<file path="config.mk">
export PLATFORM = sky130hd
export DESIGN_NAME = gp_reg_bank
export DESIGN_NICKNAME = d
export VERILOG_FILES = /design/src/rtl/cpu_pkg.sv /design/src/rtl/reg_sel_decode.sv /design/src/rtl/gp_reg_bank.sv
export SDC_FILE = /design/constraint.sdc
export NUM_CORES = 1
export LEC_CHECK = 0
export ABC_CLOCK_PERIOD_IN_PS = 8200
export CAP_MARGIN = 10
export CORE_MARGIN = 3
export CORE_UTILIZATION = 25
export DETAILED_ROUTE_END_ITERATION = 10
export RECOVER_POWER = 100
export SETUP_SLACK_MARGIN = 0.15
export SYNTH_ARGS = -nofsm -noshare
export SYNTH_HDL_FRONTEND = slang
export SYNTH_SLANG_ARGS = --single-unit
</file>
<file path="constraint.sdc">
create_clock -name clock -period 8.2 [get_ports clock]
set_input_delay 1.23 -clock clock [delete_from_list [all_inputs] [get_ports clock]]
set_output_delay 1.23 -clock clock [all_outputs]
set_load 0.01 [all_outputs]
</file>
<file path="src/rtl/cpu_pkg.sv">
// Shared datapath definitions: IR field positions, register count, index type
// and the C-field sign-extension helper.
package cpu_pkg;

    localparam int NREGS  = 16;
    localparam int RA_MSB = 26;
    localparam int RA_LSB = 23;
    localparam int RB_MSB = 22;
    localparam int RB_LSB = 19;
    localparam int RC_MSB = 18;
    localparam int RC_LSB = 15;
    localparam int C_MSB  = 18;

    typedef logic [3:0] reg_idx_t;

    // Widen the IR constant field to a full word, replicating its top bit.
    function automatic logic [31:0] sign_extend_c(input logic [C_MSB:0] c_field);
        sign_extend_c = {{(31 - C_MSB){c_field[C_MSB]}}, c_field};
    endfunction

endpackage

</file>
<file path="src/rtl/reg_sel_decode.sv">
// 4-to-16 one-hot decoder with enable; all-zero output when disabled.
module reg_sel_decode
    import cpu_pkg::*;
(
    input  logic       en,
    input  reg_idx_t   idx,
    output logic [15:0] hot
);

    // One-hot expansion of the selected register index.
    always_comb begin
        hot = 16'h0000;
        if (en) begin
            hot = 16'h0001 << idx;
        end else begin
            hot = 16'h0000;
        end
    end

endmodule

</file>
<file path="src/rtl/gp_reg_bank.sv">
// Sixteen 32-bit general-purpose registers with IR-field select, one-hot bus
// drive requests and sticky multi-select error. Option: GP_BANK_BA_OUT_EN.
module gp_reg_bank #(
    parameter int NREGS = cpu_pkg::NREGS
) (
    input  logic        clock,
    input  logic        clear,
    input  logic [31:0] BusMuxOut,
    input  logic [31:0] ir,
    input  logic        gra,
    input  logic        grb,
    input  logic        grc,
    input  logic        r_in,
    input  logic        r_out,
    input  logic        ba_out,
    output logic [31:0] gp_output0,
    output logic [31:0] gp_output1,
    output logic [31:0] gp_output2,
    output logic [31:0] gp_output3,
    output logic [31:0] gp_output4,
    output logic [31:0] gp_output5,
    output logic [31:0] gp_output6,
    output logic [31:0] gp_output7,
    output logic [31:0] gp_output8,
    output logic [31:0] gp_output9,
    output logic [31:0] gp_output10,
    output logic [31:0] gp_output11,
    output logic [31:0] gp_output12,
    output logic [31:0] gp_output13,
    output logic [31:0] gp_output14,
    output logic [31:0] gp_output15,
    output logic [15:0] gp_out,
    output logic [31:0] c_sign_extended,
    output logic        sel_err
);

    import cpu_pkg::*;

    logic [31:0] bank_r [NREGS];
    logic        sel_err_r;
    reg_idx_t    sel_idx_s;
    logic        sel_en_s;
    logic [15:0] sel_hot_s;
    logic        multi_sel_s;
    logic        ba_eff_s;
    logic        unused_s;

`ifdef GP_BANK_BA_OUT_EN
    assign ba_eff_s = ba_out;
    assign unused_s = ^ir[31:27];
`else
    // Base-address drive has no meaning in this build.
    assign ba_eff_s = 1'b0;
    assign unused_s = ^{ir[31:27], ba_out};
`endif

    // Field select with gra > grb > grc priority.
    always_comb begin
        sel_idx_s = 4'd0;
        sel_en_s  = 1'b0;
        if (gra) begin
            sel_idx_s = ir[RA_MSB:RA_LSB];
            sel_en_s  = 1'b1;
        end else if (grb) begin
            sel_idx_s = ir[RB_MSB:RB_LSB];
            sel_en_s  = 1'b1;
        end else if (grc) begin
            sel_idx_s = ir[RC_MSB:RC_LSB];
            sel_en_s  = 1'b1;
        end else begin
            sel_idx_s = 4'd0;
            sel_en_s  = 1'b0;
        end
    end

    assign multi_sel_s = (gra & grb) | (gra & grc) | (grb & grc);

    reg_sel_decode u_sel_decode (
        .en  (sel_en_s),
        .idx (sel_idx_s),
        .hot (sel_hot_s)
    );

    assign gp_out          = sel_hot_s & {16{r_out | ba_eff_s}};
    assign c_sign_extended = sign_extend_c(ir[C_MSB:0]);

    // Register file storage; clear has priority over any load.
    always_ff @(posedge clock) begin
        if (clear) begin
            for (int i = 0; i < NREGS; i++) begin
                bank_r[i] <= 32'h0000_0000;
            end
        end else if (r_in && sel_en_s) begin
            bank_r[sel_idx_s] <= BusMuxOut;
        end
    end

    // Sticky flag for ambiguous multi-field selects on an active transfer.
    always_ff @(posedge clock) begin
        if (clear) begin
            sel_err_r <= 1'b0;
        end else if (multi_sel_s && (r_in || r_out)) begin
            sel_err_r <= 1'b1;
        end
    end

    assign sel_err = sel_err_r;

`ifdef GP_BANK_BA_OUT_EN
    // R0 reads as zero only while the base-address drive is active.
    assign gp_output0 = ba_out ? 32'h0000_0000 : bank_r[0];
`else
    assign gp_output0 = bank_r[0];
`endif
    assign gp_output1  = bank_r[1];
    assign gp_output2  = bank_r[2];
    assign gp_output3  = bank_r[3];
    assign gp_output4  = bank_r[4];
    assign gp_output5  = bank_r[5];
    assign gp_output6  = bank_r[6];
    assign gp_output7  = bank_r[7];
    assign gp_output8  = bank_r[8];
    assign gp_output9  = bank_r[9];
    assign gp_output10 = bank_r[10];
    assign gp_output11 = bank_r[11];
    assign gp_output12 = bank_r[12];
    assign gp_output13 = bank_r[13];
    assign gp_output14 = bank_r[14];
    assign gp_output15 = bank_r[15];

endmodule

</file>
==> summary by stage <==
Run status
The run finished, with violations left. The final reports fail on capacitance limit, slew limit.

Global route
The first global-routing pass estimated 105 mm of wire. The global-route usage over all layers is between 10% and 20%. The total grt overflow is 0. The initial antenna violation count is 13.

The via count of the first global-routing pass is about 13000. The largest net degree at the start of global routing is 58.

Synth
The synthesized design devotes to its leading area cell type around four fifths of total area. Synthesis handed over a netlist of 1266 instances. Ranked by total cell area, the synthesized netlist is headed by edfxtp_1 (82%), nor2_1 (11%), nand3_2 (1.9%).

Synthesis produced a netlist with a net count of 1338. Summing every instance area after synthesis gives between 15000 and 20000 um2. The average cell area after synthesis is 14.9 um2. After synthesis, the most frequently instantiated cells are nor2_1 (528), edfxtp_1 (512), buf_4 (41). The total of warnings raised by yosys is 0.

Sequential cells were found to cover between 80% and 90% of the synthesized design area. The netlist uses 24 different library cells. The most common flop cell mapped by yosys is edfxtp_1. In this run, synthesis produced a sequential element count of 513. The count of flip-flops with a built-in enable after synthesis is approximately 500. The async set or reset register ratio after synthesis is 0%.

nor2_1 is the most common cell in the netlist. The cell taking the most area after synthesis is edfxtp_1.

Clock tree
The H-tree was split into 2 levels. The post-CTS setup-driven buffer insertion count is 0. After clock tree synthesis, the clock-pin slew on the worst setup and hold paths is about 0.060 ns. The sink count of the clock tree is slightly above 500. The TritonCTS buffer count is 54. The root buffer cell is clkbuf_16. The clock tree from TritonCTS is yes. The hold buffer count at cts is 0. The count of instances resized after the clock tree is built is 0.

The insertion delay of the later-clocked pin in the worst-skew pair is 0.59 ns. The maximum root-to-sink buffer count is 3.

Pwr
The cell leakage power is ~9.0 nW. The worst-case IR drop observed on VDD is 0.186 mV. The power density relative to cell area is between 200 and 250 nW/um2.

Routing
Using the TritonRoute via totals, the vias-per-cell ratio works out to ~4.4. The total number of vias is about 13000. The detailed-router iteration count before antenna repair is 6. The first routing iteration left between 1000 and 1500 violations. The final wirelength is 77.5 mm. The average detailed-routed wire length per instance is roughly 27 um.

Once detail routing completed, the nets flagged for antenna violations numbered 0. The total DRC errors in the routed layout is 0.

Cells and area
Compared with the post-synthesis result, the final layout area differs by 44.9%. The number of nets in the layout is between 1500 and 2000. The fraction of layout instances using a drive strength above 1 is between 5 and 6%.

The final standard cell count with taps included and fillers excluded is between 2000 and 3000.

STA
The smallest clock period supported by the final layout is computed as around 6.8 ns. Setup repair after global routing left no endpoint under its margin. The total count of hold-check failures in the final report is 0. The slew at the pin closest to its max-slew limit is about 3.3 ns. The final number of setup-violating endpoints is 0. The final-report max-slew violation count is around 310. Measured against its own limit, the worst slew margin works out to -119%. The fmax is approximately 150 MHz. Adding up every negative setup slack in the final design gives 0 ns. The clock skew after layout is 0 ns. The final critical path takes up between 80% and 90% of the cycle.

Floorplanning
In this run the horizontal extent of the chip is around 280 um. The overall die height is between 200 and 300 um. The core region is around 75000 um2. The starting utilization of the core area is roughly 25%. The number of cell rows is 100. The area of the die is ~80000 um2.

The number of top-level pins is about 630.

Worst setup path
The top cell family by delay on the critical path is compound AO/OA/AOI/OAI gates. The worst endpoint data arrival time is just under 7 ns. The kind of end point of the critical path is a register. The cell at the slowest stage of the critical path is o21bai_1.

The maximum fanout along the worst path is 47. The critical path launch point type is a primary input. The buffers plus inverters on the worst setup path is 3. Walking the worst path, the cells encountered are dlygate4sd3_1, nor3_1, nor3b_4, clkbuf_1, buf_4, nand2_1, o21bai_1. STA puts the critical path data required time at 8.33 ns.

The classification of the worst setup path is in -> reg. The largest single stage delay on the critical path is ~2.5 ns.

Placed design
At the end of routability-driven placement, the weighted congestion stood at 0.811. The detailed placer's ending HPWL is approximately 55 mm. The cell count after placement is roughly 2800. The total of buffers placed on input and output ports is 596.

Run
The number of max-capacitance violations reported is 12.

Hold path
The min-delay analysis places its worst path in the category reg -> reg.
## worst paths after layout
kind,startpoint,endpoint,slack [ns],depth (start not counted)
max,gra,bank_r[2][26],1.43,7
min,sel_err,sel_err,0.47,2
max reg2reg,sel_err,sel_err,7.64,2
min reg2reg,sel_err,sel_err,0.47,2
## layer usage
| metal | global-route usage, % | wire, um | vias up |
|---|---|---|---|
| met1 | 24.7 | 30700 | 6272 |
| met3 | 5.67 | 7450 | 137 |
| met2 | 31.6 | 36700 | 687 |
| met4 | 5.83 | 2490 | 16 |
| met5 | 0 | 112 | - |
| li1 | - | - | 5555 |
## stage by stage
step | setup slack [ns] | instance area, um2 | power [mW] | hold WS [ns] | utilization (%)
floorplan | 4.00 | 18900 | 3.40 | 0.470 | -
global placement | 1.95 | 25900 | 3.92 | 0.472 | 34.8
detailed placement | 1.85 | 25900 | 3.93 | 0.466 | 34.8
CTS | 1.85 | 27700 | 6.35 | 0.476 | 37.1
global route | 0.940 | 27300 | 6.41 | 0.486 | 36.6
finish | 1.43 | 27300 | 6.19 | 0.465 | 36.6
## power breakdown
part / internal [mW] / leakage, nW / switching, mW
registers: 3.05 / 4.89 / 0.0456
clock network: 1.41 / 0.824 / 1.01
logic: 0.252 / 3.28 / 0.429
total: 4.70 / 8.99 / 1.49
## flip-flops by register name, indices dropped and copies added (netlist names)
register  count
bank_r      512
sel_err       1
## worst reg2reg max path: stages, from the launching register on
cell and delay (ns):
dfxtp_1 0.35, inv_1 0.05, a21oi_1 0.10
## cells by family (layout without fill, tap and decap cells)
kind of cell             after synthesis  count (layout)  share of synthesized area (%)
buffers and inverters                110             726                           3.20
AND/OR/NAND/NOR                      613             613                           13.8
adder cells (fa/ha/maj)                1               1                         0.0531
AO/OA/AOI/OAI                         29              29                           1.27
other                                  0               5                              0
flip-flops                           513             513                           81.7
## layout by cell type, fill, tap and decap left out, drive strengths merged, types with 6 or more instances in the layout
cell / instances
buf: 15
bufinv: 6
clkbuf: 83
clkdlybuf4s50: 49
clkinv: 14
dlygate4sd3: 547
edfxtp: 512
inv: 9
nand3: 72
nor2: 528
o21bai: 16
## cell type report
class | count | area (um2)
Tap cell | 969 | 1210
Multi-Input combinational cell | 643 | 2830
Clock inverter | 27 | 307
Clock buffer | 72 | 1420
Fill cell | 7083 | 47300
Inverter | 5 | 18.8
Sequential cell | 513 | 15400
Antenna cell | 5 | 12.5
Timing Repair Buffer | 622 | 6120
(Power assumes the default switching activity.)
